File: config.mk
export PLATFORM = sky130hd
export DESIGN_NAME = adat_i_frame_sync
export DESIGN_NICKNAME = d
export VERILOG_FILES = /design/src/rtl/adat_i_frame_sync.sv
export SDC_FILE = /design/constraint.sdc
export NUM_CORES = 1
export LEC_CHECK = 0
export BUFFER_PORTS_ARGS = -buffer_cell sky130_fd_sc_hd__buf_2
export CAP_MARGIN = 15
export CORE_UTILIZATION = 43
export CTS_CLUSTER_DIAMETER = 80
export DETAILED_ROUTE_END_ITERATION = 8
export PLACE_DENSITY = 0.77
export RECOVER_POWER = 50
export SLEW_MARGIN = 25
export SYNTH_ARGS = -nofsm -noshare
export SYNTH_HDL_FRONTEND = slang
export SYNTH_SLANG_ARGS = --single-unit
export TNS_END_PERCENT = 100
File: constraint.sdc
create_clock -name clk -period 2.21 [get_ports clk]
set_input_delay 0.221 -clock clk [delete_from_list [all_inputs] [get_ports clk]]
set_output_delay 0.221 -clock clk [all_outputs]
set_load 0.02 [all_outputs]
File: src/rtl/adat_i_frame_sync.sv
// ---------------------------------------------------------------------------
// adat_i_frame_sync
//
// Front end of the ADAT input path. NRZI-decodes 1..8 isochronous ADAT lines
// (one bit per clk), hunts for the 10-zero sync on stream 0, verifies it one
// frame later, and then flywheels the 256-bit frame position. While locked,
// every completed 10-bit group (1,nnnn,1,nnnn) of every stream is published
// on subframe_data, and the four user bits of each stream are latched once
// per frame.
//
// Optional feature: define ADAT_I_STREAM_CHECK_EN to enable per-stream
// framing checks reported on stream_err. Without it stream_err is tied low.
//
// Ports
//   clk            in   recovered bit clock, one ADAT bit per cycle
//   reset          in   synchronous, active-high
//   adat_in        in   raw NRZI line samples, bit s = stream s
//   subframe_data  out  10 bits/stream at [10s+9:10s], oldest bit at MSB
//   subframe_valid out  one-cycle pulse, subframe_data updated this cycle
//   frame_done     out  one-cycle pulse at each frame start while locked
//   user_bits      out  4 user bits/stream at [4s+3:4s], once per frame
//   locked         out  frame alignment valid
//   stream_err     out  per-stream framing error flags
// ---------------------------------------------------------------------------
module adat_i_frame_sync #(
    parameter int INPUT_STREAMS = 1,
    parameter int MISS_LIMIT    = 2
) (
    input  logic                     clk,
    input  logic                     reset,
    input  logic [INPUT_STREAMS-1:0] adat_in,
    output logic [79:0]              subframe_data,
    output logic                     subframe_valid,
    output logic                     frame_done,
    output logic [31:0]              user_bits,
    output logic                     locked,
    output logic [7:0]               stream_err
);

    localparam logic [1:0]  ST_HUNT     = 2'd0;
    localparam logic [1:0]  ST_VERIFY   = 2'd1;
    localparam logic [1:0]  ST_LOCKED   = 2'd2;
    localparam logic [10:0] SYNC_PAT    = 11'b000_0000_0001;
    localparam logic [7:0]  POS_SYNC    = 8'd10;
    localparam logic [7:0]  POS_REALIGN = 8'd11;
    localparam logic [7:0]  POS_USER    = 8'd15;
    localparam logic [2:0]  MISS_MAX    = 3'(MISS_LIMIT);

    logic [INPUT_STREAMS-1:0]       in_q, in_d;
    logic [INPUT_STREAMS-1:0]       in_dly_q, in_dly_d;
    logic [INPUT_STREAMS-1:0][10:0] sr_q, sr_d;
    logic [1:0]                     state_q, state_d;
    logic [7:0]                     pos_q, pos_d;
    logic [2:0]                     miss_q, miss_d;
    logic [79:0]                    subframe_data_q, subframe_data_d;
    logic                           subframe_valid_q, subframe_valid_d;
    logic                           frame_done_q, frame_done_d;
    logic [31:0]                    user_bits_q, user_bits_d;
    logic                           locked_q, locked_d;

    logic       sync_det;
    logic       at_sync_pos;
    logic       grp_end;
    logic       publish;
    logic [2:0] miss_inc;

    // True when pos is the last bit (25+10g) of one of the 24 audio groups.
    function automatic logic is_group_end(input logic [7:0] p);
        logic hit;
        hit = 1'b0;
        for (int g = 0; g < 24; g++) begin
            if (p == 8'(25 + 10 * g)) hit = 1'b1;
        end
        return hit;
    endfunction

    // NRZI decode: a line transition is a '1'.
    always_comb begin
        in_d     = adat_in;
        in_dly_d = in_q;
        sr_d     = sr_q;
        for (int s = 0; s < INPUT_STREAMS; s++) begin
            sr_d[s] = {sr_q[s][9:0], in_q[s] ^ in_dly_q[s]};
        end
    end

    // pos_q is the frame index of the newest bit held in sr.
    assign sync_det    = (sr_q[0] == SYNC_PAT);
    assign at_sync_pos = (pos_q == POS_SYNC);
    assign grp_end     = is_group_end(pos_q);
    assign publish     = (state_q == ST_LOCKED) && grp_end;
    assign miss_inc    = miss_q + 3'd1;

    always_comb begin
        state_d      = state_q;
        pos_d        = pos_q + 8'd1;
        miss_d       = miss_q;
        frame_done_d = 1'b0;
        case (state_q)
            ST_HUNT: begin
                if (sync_det) begin
                    state_d = ST_VERIFY;
                    pos_d   = POS_REALIGN;
                end
            end
            ST_VERIFY: begin
                if (sync_det && at_sync_pos) begin
                    // Second sync exactly one frame later: the frame starting
                    // now is the first one reported.
                    state_d      = ST_LOCKED;
                    miss_d       = 3'd0;
                    frame_done_d = 1'b1;
                end else if (sync_det) begin
                    pos_d = POS_REALIGN;
                end else if (at_sync_pos) begin
                    state_d = ST_HUNT;
                end
            end
            ST_LOCKED: begin
                // Off-position syncs are ignored; only the expected slot counts.
                if (at_sync_pos) begin
                    if (sync_det) begin
                        miss_d       = 3'd0;
                        frame_done_d = 1'b1;
                    end else if (miss_inc == MISS_MAX) begin
                        state_d = ST_HUNT;
                        miss_d  = 3'd0;
                    end else begin
                        miss_d       = miss_inc;
                        frame_done_d = 1'b1;
                    end
                end
            end
            default: begin
                state_d = ST_HUNT;
            end
        endcase
    end

    always_comb begin
        locked_d         = (state_d == ST_LOCKED);
        subframe_valid_d = publish;
        subframe_data_d  = subframe_data_q;
        user_bits_d      = user_bits_q;
        if (publish) begin
            for (int s = 0; s < INPUT_STREAMS; s++) begin
                subframe_data_d[10*s +: 10] = sr_q[s][9:0];
            end
        end
        // sr[4:1] hold frame bits 11..14 once bit 15 is newest.
        if ((state_q == ST_LOCKED) && (pos_q == POS_USER)) begin
            for (int s = 0; s < INPUT_STREAMS; s++) begin
                user_bits_d[4*s +: 4] = sr_q[s][4:1];
            end
        end
    end

    always_ff @(posedge clk) begin
        if (reset) begin
            in_q             <= '0;
            in_dly_q         <= '0;
            sr_q             <= '0;
            state_q          <= ST_HUNT;
            pos_q            <= 8'd0;
            miss_q           <= 3'd0;
            subframe_data_q  <= '0;
            subframe_valid_q <= 1'b0;
            frame_done_q     <= 1'b0;
            user_bits_q      <= '0;
            locked_q         <= 1'b0;
        end else begin
            in_q             <= in_d;
            in_dly_q         <= in_dly_d;
            sr_q             <= sr_d;
            state_q          <= state_d;
            pos_q            <= pos_d;
            miss_q           <= miss_d;
            subframe_data_q  <= subframe_data_d;
            subframe_valid_q <= subframe_valid_d;
            frame_done_q     <= frame_done_d;
            user_bits_q      <= user_bits_d;
            locked_q         <= locked_d;
        end
    end

`ifdef ADAT_I_STREAM_CHECK_EN
    logic [7:0] err_flag_q, err_flag_d;
    logic [7:0] stream_err_q, stream_err_d;
    logic [7:0] fail_vec;

    always_comb begin
        fail_vec = 8'h00;
        for (int s = 0; s < INPUT_STREAMS; s++) begin
            if (at_sync_pos && (sr_q[s] != SYNC_PAT)) fail_vec[s] = 1'b1;
            if ((pos_q == POS_USER) && !sr_q[s][0]) fail_vec[s] = 1'b1;
            if (grp_end && !(sr_q[s][9] && sr_q[s][4])) fail_vec[s] = 1'b1;
        end
        stream_err_d = stream_err_q;
        err_flag_d   = err_flag_q | fail_vec;
        // At a frame start the finished frame is reported and the new frame's
        // flag starts from its own sync check.
        if (frame_done_d) begin
            stream_err_d = err_flag_q;
            err_flag_d   = fail_vec;
        end
        if (state_d != ST_LOCKED) begin
            stream_err_d = 8'h00;
            err_flag_d   = 8'h00;
        end
    end

    always_ff @(posedge clk) begin
        if (reset) begin
            err_flag_q   <= 8'h00;
            stream_err_q <= 8'h00;
        end else begin
            err_flag_q   <= err_flag_d;
            stream_err_q <= stream_err_d;
        end
    end

    assign stream_err = stream_err_q;
`else
    assign stream_err = 8'h00;
`endif

    assign subframe_data  = subframe_data_q;
    assign subframe_valid = subframe_valid_q;
    assign frame_done     = frame_done_q;
    assign user_bits      = user_bits_q;
    assign locked         = locked_q;

endmodule
# Yosys cells after proc, flatten, opt, wreduce, memory -nomap -nowiden
# Index checks and enable logic that the tools add are counted.
# word_totals
register_bits	43
inputBits	3
wordCells	98
output_inout_bits	123
# op_classes
eq_ne	33
bitwise	1
add_sub_neg	2
n_reduce_logical	6
muxes	45
# ops
cell	count
8-bit equality test (second input constant)	13
8-bit by 7-bit equality test with 1-bit output (second input constant)	7
1-bit 2-to-1 mux	28
8-bit by 6-bit equality test with 1-bit output (second input constant)	3
8-bit by 4-bit equality test with 1-bit output (second input constant)	2
8-bit 2-to-1 mux	2
8-bit one-hot mux with 2 select lines	1
2-bit 2-to-1 mux	7
3-bit 2-to-1 mux	4
11-bit by 1-bit equality test with 1-bit output (second input constant)	1
8-bit by 1-bit adder with 8-bit output (second input constant)	1
8-bit by 5-bit equality test with 1-bit output (second input constant)	1
2-bit one-hot mux with 3 select lines	1
3-bit one-hot mux with 2 select lines	1
2-bit equality test (second input constant)	2
2-bit != test (second input constant)	2
3-bit by 1-bit adder with 3-bit output (second input constant)	1
3-bit by 2-bit equality test with 1-bit output (second input constant)	1
1-bit logical AND	3
3-bit AND reduction	1
2-bit by 1-bit equality test with 1-bit output (second input constant)	1
2-bit logical NOT	1
1-bit one-hot mux with 2 select lines	1
2-bit nonzero test	1
1-bit XOR	1

# Longest topological paths before layout
# Gate-level depths: netlist (run 1).
# depth
ltp_word	26
mapped_depth	8
mapped_depth_nobuf	7

# Worst setup path after synthesis (run 1)
# No wires, ideal clock.
# synth_timing
kind	reg-to-reg
start	register pos_q[1]
end	register subframe_data_q[0], in the netlist subframe_data[0]
synth_period_minus_slack_ps	2262
path_slack_ps	-52
stages_incl_launch_ff	9
n_path_buf	1
setup_time_ps	121
required_ps	2089
t_arrival_ps	2141
cell_sequence	dfxtp_1 -> inv_1 -> ha_1 -> mux2_4 -> a22o_1 -> a22o_1 -> o41a_1 -> buf_6 -> mux2_4
# synth_between
elab_chain_len	26
word_cells_on_any_way	49
classes_between	eq/ne (24); mux (24); reduce/logical (1)
# synth_lines
element	line	source
from (decl)	53	logic [7:0] pos_q, pos_d;
from (signal assigned)	176	pos_q <= pos_d;
8-bit by 5-bit equality test with 1-bit output	72	if (p == 8'(25 + 10 * g)) hit = 1'b1;
1-bit 2-to-1 mux (23 in series)	72	
1-bit 2-to-1 mux (*)	72	
1-bit logical AND (*)	91	assign publish = (state_q == ST_LOCKED) && grp_end;
to (signal assigned)	178	subframe_data_q <= subframe_data_d;
to (decl)	55	logic [79:0] subframe_data_q, subframe_data_d;
# Every way passes the cells marked *; elsewhere a longest branch is shown, timed or not.
# A chain may end at the register's enable or synchronous reset.

# Worst setup path after layout (run 1)
# Ends and elaborated chain as after synthesis.

==> impl_metrics.toml, run 1 <==
[critical_path]
path_max_fanout = 6
required_ns = 2.39
end_kind = "flip-flop"
crit_type = "flip-flop to flip-flop"
worst_ep_arrival_time_ns = 2.50
startpoint_type = "flip-flop"

[power_and_ir_drop]
worst_ir_drop_vdd_mv = 0.528
p_per_area_mw_per_mm2 = 588
netSwitchingFraction = 0.287
p_leak_uw = 0.00135
pwr-share-clk = 0.364
p_seq_frac = 0.472
p_int_uw = 1210
power_switching_uw = 489
pwr-share-comb = 0.164

[die]
dieArea_mm2 = 0.00702
start_util = 0.450
io_pins = 126
fp.coreArea_mm2 = 0.00639
die_h_um = 83.8
row_count = 29
die_w_um = 83.8

[clocking]
root_buffer = "clkbuf_8"
cts-buffers-inserted = 5
clock_path_buffers = 2
postCtsHoldBufs = 0
clock_latency_ns = 0.29
path_clk_slew_ns = 0.08
cts_tree = "done"
h-tree-depth = 2
cts.sinks = 43

[synth]
ys.flop_type = "dfxtp_1"
synth-simple-area-share = 0.171
synth_top_family_by_area = "buffers and inverters"
synthAdderAreaFrac = 0.0391
synth_compound_gate_area_share = 0.0757
synth_cells = 317
muxShareOfSynthArea = 0.0779
yosysWarnings = 0
ys_types = 46
synth_top_cell_by_area = "dfxtp_1"
ys_ff_latch = 43
syn_avg_cell_area_um2 = 9.07
syn_area_mm2 = 0.00288
yosysSeqAreaShare = 0.299
async_flop_share = 0
synth.top_cell.area_share = 0.299
synth.top_cells.by_area = "dfxtp_1 30%, buf_4 28%, mux2_4 5.2%, nor2b_1 5.2%, ha_1 3.9%"
synthXorXnorAreaFrac = 0.0274
synth-edff-count = 0

[detailed_routing]
routed-via-count = 1849
wl_met3_um = 254
drc_errors = 0
postRouteAntennaNets = 0
drt_iter0_drc = 68
firstDrtPassIters = 4
drt-met1-wl_um = 1880
wl_per_cell_um = 9.86
maxUsedRoutingLayer = "met4"
routed-wl-met2_um = 2020
wl_um = 4230
vias_per_cell = 4.31

[grt]
overflow = 0
grt_max_degree = 40
grt_pass1_vias = 1513
antenna_found_initial = 0
grt_usage = 0.119
grt_pass1_wl_um = 6880

[final_layout]
synthToLayoutAreaGrowth_pct = 0.609
utilization = 0.453
layout_common_cells = "106 x conb_1, 41 x dfxtp_1, 24 x nor2b_1"
fillers = 607
layout_commonest_cell = "conb_1"
nNetsFinal = 363
diodes = 0
final_layout_size_suffix_gt1_frac = 0.162

[placement]
port_buffers = 19
hpwl_um = 3200
place.gp.congestion = 0.899

[status]
violations = "max-capacitance violations, max-slew violations, negative setup slack"
status = "finished, violations left"

[worst_hold_path]
hp-class = "input port to flip-flop"

[sta]
fin_ws_ns = -0.105
slew_viol_final = 40
hold_viol = 0
fin_crit_sh = 1.05
setup_viol = 11
fin_skew_ns = 0.00352
rsz0062_at_grt = "true"
worstMarginPinSlew_ns = 1.58
period_minus_slack_ns = 2.32
max_freq_mhz = 432
tns_ns = -0.938
max-slew-margin-rel = -0.0541

[run]
drv_cap = 1
## routing by layer
metal / global-route usage / vias up
met5: 0 / -
met3: 0.0277 / 8
met4: 0.0462 / 0
met1: 0.147 / 840
li1: - / 914
met2: 0.200 / 87
## flip-flops by register name, indices dropped and copies added, names as in the netlist
name / cells
locked: 1
pos_q: 8
subframe_data: 10
in_dly_d: 1
subframe_valid: 1
in_dly_q: 1
frame_done: 1
sr_q: 11
state_q: 2
user_bits: 4
miss_q: 3
## path summary, 6_finish.rpt
| check | start | to | slack [ns] | cells past startpoint |
|---|---|---|---|---|
| min reg2reg | in_dly_d | in_dly_q | 0.49 | 1 |
| max reg2reg | pos_q[1] | subframe_data[0] | -0.11 | 8 |
| max | pos_q[1] | subframe_data[0] | -0.11 | 8 |
| min | adat_in | in_dly_d | 0.14 | 2 |
## power by group through the flow
stage / Combinational, µW / Clock, µW / Sequential (µW)
floorplan: 375 / 0 / 816
global placement: 265 / 0 / 819
detailed placement: 270 / 0 / 820
CTS: 273 / 632 / 803
global route: 301 / 670 / 806
finish: 279 / 619 / 804
## what timing repair did
action,4_1_cts,5_1_grt
setup buffers,1,0
pin swaps,3,2
gates resized for setup,6,2
endpoints found under the setup margin,10,11
## through the flow
step	area, µm²	power, µW	hold slack [ns]	worst slack [ns]	instances
2_1_floorplan	3270	1190	0.301	0.0103	422
3_3_place_gp	2760	1080	0.428	-0.0402	420
3_5_place_dp	2760	1090	0.439	-0.0909	420
4_1_cts	2900	1710	0.134	-0.0779	429
5_1_grt	2890	1780	0.144	-0.158	429
6_report	2890	1700	0.137	-0.105	429
## Yosys cell counts, drive strengths merged, types with 3 or more instances
cell / instances
a21oi: 9
a31oi: 4
and3: 4
and3b: 4
buf: 113
clkbuf: 5
dfxtp: 43
ha: 9
inv: 8
mux2: 13
mux2i: 4
nand2: 4
nand3: 5
nor2: 14
nor2b: 24
nor3b: 4
o21ai: 6
xnor2: 6
xor2: 3
## critical path, stage by stage (launching register included)
cell	delay, ns
dfxtp_2	0.36
inv_2	0.05
ha_4	0.15
mux2_4	0.29
a22o_1	0.19
a22o_1	0.20
o41a_1	0.50
buf_6	0.18
mux2_4	0.29
## kinds of logic (layout without fill, tap and decap cells)
family                   Yosys count  after routing
buffers and inverters            126             56
flip-flops                        43             43
other                              1            106
AO/OA/AOI/OAI                     33             33
multiplexers                      17             17
XOR/XNOR                           9              9
adder cells (fa/ha/maj)            9              9
AND/OR/NAND/NOR                   79             79
## layout make-up
| cell class | count | area (µm²) | share of cell area |
|---|---|---|---|
| timing repair buffer | 40 | 245 | 0.0847 |
| tap | 77 | 96.3 | 0.0333 |
| clock inverter | 2 | 35.0 | 0.0121 |
| inverter | 8 | 30.0 | 0.0104 |
| sequential | 43 | 866 | 0.299 |
| clock buffer | 6 | 82.6 | 0.0285 |
| multi-input combinational | 253 | 1540 | 0.532 |
Note: power is estimated with default switching activity, not from simulation.
==> run 2: changes to the inputs <==
CELL_PAD_IN_SITES_DETAIL_PLACEMENT = 1   (was unset)
CELL_PAD_IN_SITES_GLOBAL_PLACEMENT = 2   (was unset)
CORE_UTILIZATION = 24   (was 43)
PLACE_DENSITY = unset   (was 0.77)
PLACE_DENSITY_LB_ADDON = 0.1   (was unset)
==> run 2 against run 1 <==
  * Register-to-register slack better by 0.05 ns
  * Non-clock buffer count down 3
  * Clock power up 36%
  * The flow finishes with violations (design-rule violations, negative setup slack)
  * Critical endpoint is now subframe_data[2]
==> impl_metrics.toml, run 2 (synthesis gave the netlist of run 1 again) <==
[final_layout]
layout_common_cells = "106 x conb_1, 41 x dfxtp_1, 24 x nor2b_1"
largest_reg_flops = 11
nNetsFinal = 360
final_layout_size_suffix_gt1_frac = 0.155
diodes = 0
regMostFlops = "sr_q"
final_area_mm2 = 0.00301
synthToLayoutAreaGrowth_pct = 4.57
layout_commonest_cell = "conb_1"

[critical_path]
crit_type = "flip-flop to flip-flop"
end_kind = "flip-flop"
max_stage_delay_ns = 0.41
startpoint_type = "flip-flop"
path_max_fanout = 11
cp_slowest_cell = "o41a_1"
worst_ep_arrival_time_ns = 2.44
path_cells = "inv_2 -> ha_4 -> mux2_4 -> a22o_1 -> a22o_1 -> o41a_1 -> buf_12 -> mux2_4"
required_ns = 2.39
rrSetupSlack_ns = -0.05

[sta]
whs_ns = 0.146
hold_viol = 0
fin_skew_ns = 0.00777
max_freq_mhz = 442
max-slew-margin-rel = 0.520
fin_ws_ns = -0.0510
slew_viol_final = 0
worstMarginPinSlew_ns = 0.719
rsz0062_at_grt = "true"
fin_crit_sh = 1.02
setup_viol = 10
period_minus_slack_ns = 2.26

[detailed_routing]
postRouteAntennaNets = 0
vias_per_cell = 3.77
firstDrtPassIters = 9
drc_errors = 9
wl_um = 5480
wl_per_cell_um = 11.2
drt_iter0_drc = 53
routed-via-count = 1853

[grt]
overflow = 0
grt_usage = 0.0877
grt_pass1_wl_um = 8880
grt_pass1_vias = 1724
grt_max_degree = 40
antenna_found_initial = 0

[clocking]
h-tree-depth = 2
postCtsSetupRepairBufs = 0
cts_tree = "done"
clock_path_buffers = 2
cts.sinks = 43
root_buffer = "clkbuf_16"
clock_latency_ns = 0.28
path_clk_slew_ns = 0.07
cts-buffers-inserted = 5

[placement]
port_buffers = 19
hpwl_um = 4060
place.gp.congestion = 0.762
dpl-instance-area_mm2 = 0.00284
dp_slack_ns = -0.129

[power_and_ir_drop]
pwr-share-clk = 0.438
p_seq_frac = 0.420
total_power_uw = 1920
power_switching_uw = 550
p_per_area_mw_per_mm2 = 638
p_leak_uw = 0.00135
worst_ir_drop_vdd_mv = 0.348
p_int_uw = 1370
netSwitchingFraction = 0.287
pwr-share-comb = 0.142

[die]
die_h_um = 111
row_count = 39
fp.coreArea_mm2 = 0.0116
die_w_um = 111
dieArea_mm2 = 0.0124
io_pins = 126
start_util = 0.249

[run]
drv_cap = 0

[worst_hold_path]
hp-class = "input port to flip-flop"

[status]
violations = "design-rule violations, negative setup slack"
status = "finished, violations left"
-- run 2: changes by cell type in the layout (fill, tap and decap cells not counted), moves of 2 or more --
| cell | before | now |
|---|---|---|
| buf_4 | 19 | 17 |
| buf_6 | 2 | 0 |
| clkbuf_16 | 0 | 5 |
| clkbuf_8 | 6 | 0 |
-- run 2: metrics by stage --
stage	setup TNS [ns]	utilization	cells
4_1_cts	-0.563	0.261	491
3_3_place_gp	-0.574	0.245	484
6_report	-0.438	0.260	491
2_1_floorplan	0	-	422
5_1_grt	-0.999	0.260	491
3_5_place_dp	-0.966	0.245	484
-- run 2: critical path: cells and delay by family, from the launching register on --
| family | cells | cell delay [ns] |
|---|---|---|
| buffers and inverters | 2 | 0.21 |
| muxes | 2 | 0.60 |
| adders and majority gates | 1 | 0.16 |
| AOI/OAI and AO/OA | 3 | 0.83 |
| DFF | 1 | 0.36 |
-- run 2: power by group through the flow --
stage | clock, µW | combinational [µW] | sequential (µW)
floorplan | 0 | 375 | 816
detailed placement | 0 | 267 | 822
CTS | 879 | 271 | 807
global placement | 0 | 267 | 822
finish | 841 | 273 | 806
global route | 896 | 299 | 809
-- run 2: path summary, 6_finish.rpt --
kind | start | to | depth (start not counted)
max | pos_q[1] | subframe_data[2] | 8
min | adat_in | in_dly_d | 2
max reg2reg | pos_q[1] | subframe_data[2] | 8
min reg2reg | in_dly_d | in_dly_q | 1
-- run 2: repair_timing --
item	in CTS	in global routing
endpoints found under the setup margin	10	10
pin swaps	1	0
gates resized for setup	5	2
hold buffers	0	0
-- run 2: area by class of cell --
| class | instances | area [µm²] |
|---|---|---|
| fillers | 1378 | 8560 |
| clock buffers | 5 | 125 |
| flip-flops and latches | 43 | 868 |
| well taps | 143 | 179 |
| inverters | 8 | 30.0 |
| repair buffers | 37 | 229 |
| clock inverters | 2 | 37.5 |
| multi-input cells | 253 | 1540 |
-- run 2: routing by layer --
metal | part of all wire | global-route usage | vias to the layer above
li1 | - | - | 906
met1 | 0.48 | 0.116 | 860
met2 | 0.45 | 0.145 | 82
met3 | 0.051 | 0.0158 | 5
met4 | 0.011 | 0.0270 | 0
met5 | 0 | 0 | -
==> run 3: changes to the inputs <==
CTS_BUF_LIST = sky130_fd_sc_hd__clkbuf_4 sky130_fd_sc_hd__clkbuf_8 sky130_fd_sc_hd__clkbuf_16   (was unset)
REMOVE_ABC_BUFFERS = 1   (was unset)
==> run 3 against run 2 <==
  * Sequential cell count unchanged
  * Highest routed layer unchanged
  * The run ends with design-rule violations, max-capacitance violations, max-slew violations, negative setup slack left
  * Clock skew decreased by 0.0012 ns
  * Wire length increased by 5.4%
==> impl_metrics.toml, run 3 (synthesis gave the netlist of run 1 again) <==
[status]
status = "finished, violations left"
violations = "design-rule violations, max-capacitance violations, max-slew violations, negative setup slack"

[critical_path]
path_cells = "inv_2 -> ha_4 -> mux2_4 -> buf_6 -> a21oi_2 -> o211ai_1 -> o41a_1 -> buf_6 -> buf_12 -> mux2_4"
path_max_fanout = 6
cp_slowest_cell = "o41a_1"
startpoint_type = "flip-flop"
end_kind = "flip-flop"
crit_type = "flip-flop to flip-flop"
worst_ep_arrival_time_ns = 2.45
max_stage_delay_ns = 0.42
required_ns = 2.38

[clocking]
root_buffer = "clkbuf_16"
postCtsHoldBufs = 0
clock_latency_ns = 0.28
clock_path_buffers = 2
cts_tree = "done"
path_clk_slew_ns = 0.06
cts-buffers-inserted = 5
cts.sinks = 43
h-tree-depth = 2

[sta]
fin_crit_sh = 1.03
tns_ns = -0.647
slew_viol_final = 40
setup_viol = 10
hold_viol = 0
fin_skew_ns = 0.00657
max-slew-margin-rel = -0.220
whs_ns = 0.155
fin_ws_ns = -0.0746
rsz0062_at_grt = "true"
max_freq_mhz = 438
period_minus_slack_ns = 2.28
worstMarginPinSlew_ns = 1.83

[grt]
grt_pass1_wl_um = 9180
grt_pass1_vias = 1769
grt_usage = 0.0928
overflow = 0
grt_max_degree = 40
antenna_found_initial = 0

[detailed_routing]
wl_um = 5770
postRouteAntennaNets = 0
firstDrtPassIters = 9
vias_per_cell = 3.77
routed-via-count = 1895
drt_iter0_drc = 50
drc_errors = 11
wl_per_cell_um = 11.5

[die]
die_w_um = 111
io_pins = 126
start_util = 0.249
row_count = 39
fp.coreArea_mm2 = 0.0116
dieArea_mm2 = 0.0124
die_h_um = 111

[run]
drv_cap = 1

[placement]
dpl-instance-area_mm2 = 0.00289
place.gp.congestion = 0.732
port_buffers = 19
hpwl_um = 4260
dp_slack_ns = -0.0959

[final_layout]
utilization = 0.271
synthToLayoutAreaGrowth_pct = 8.83
final_area_mm2 = 0.00313
largest_reg_flops = 11
layout_commonest_cell = "conb_1"
layout_common_cells = "106 x conb_1, 39 x dfxtp_1, 23 x nor2b_1, 23 x buf_4, 14 x nor2_1"
regMostFlops = "sr_q"
fillers = 1393
nNetsFinal = 370
diodes = 0
final_layout_size_suffix_gt1_frac = 0.192

[power_and_ir_drop]
p_leak_uw = 0.00141
p_per_area_mw_per_mm2 = 584
worst_ir_drop_vdd_mv = 0.233

[worst_hold_path]
hp-class = "input port to flip-flop"
-- run 3: final cells by class --
| class | instances | area, µm² | share of cell area |
|---|---|---|---|
| Multi-Input combinational cell | 253 | 1570 | 0.502 |
| Sequential cell | 43 | 871 | 0.278 |
| Timing Repair Buffer | 47 | 333 | 0.106 |
| Tap cell | 143 | 179 | 0.0572 |
| Clock buffer | 6 | 133 | 0.0424 |
| Inverter | 8 | 30.0 | 0.00959 |
| Clock inverter | 2 | 12.5 | 0.00400 |
-- run 3: routing by layer --
layer / vias up / routed length [µm] / global-route usage / share of wire
met5: - / 0 / 0 / 0
met4: 0 / 76 / 0.0324 / 0.013
met3: 5 / 264 / 0.0185 / 0.046
met2: 67 / 2820 / 0.156 / 0.49
met1: 899 / 2610 / 0.118 / 0.45
li1: 924 / - / - / -
-- run 3: worst paths after layout --
| kind | startpoint | to | slack [ns] | depth (start not counted) |
|---|---|---|---|---|
| setup / recovery | pos_q[1] | subframe_data[0] | -0.07 | 10 |
| setup reg to reg | pos_q[1] | subframe_data[0] | -0.07 | 10 |
| hold / removal | adat_in | in_dly_d | 0.16 | 2 |
| hold reg to reg | in_dly_d | in_dly_q | 0.48 | 1 |
-- run 3: per-stage QoR --
step | std cells | power [µW]
4_1_cts | 502 | 1860
3_3_place_gp | 491 | 1100
2_1_floorplan | 304 | 1030
5_1_grt | 502 | 1930
6_report | 502 | 1830
3_5_place_dp | 491 | 1100
-- run 3: worst max-delay path: cells and delay by family (launching register included) --
kind	cells	cell delay, ns
DFF	1	0.36
AOI/OAI and AO/OA	3	0.64
muxes	2	0.58
buffers and inverters	4	0.44
adders and majority gates	1	0.15
-- run 3: timing repair --
action / in CTS / in global routing
setup endpoints to repair: 10 / 12
setup buffers: 2 / 0
cloned: 1 / 0
pin swaps: 4 / 1
gates resized for setup: 12 / 10
-- run 3: power breakdown --
group	internal, µW	switching, µW	total (µW)
Sequential	790	18.6	808
Combinational	67.6	227	295
Clock	429	297	726
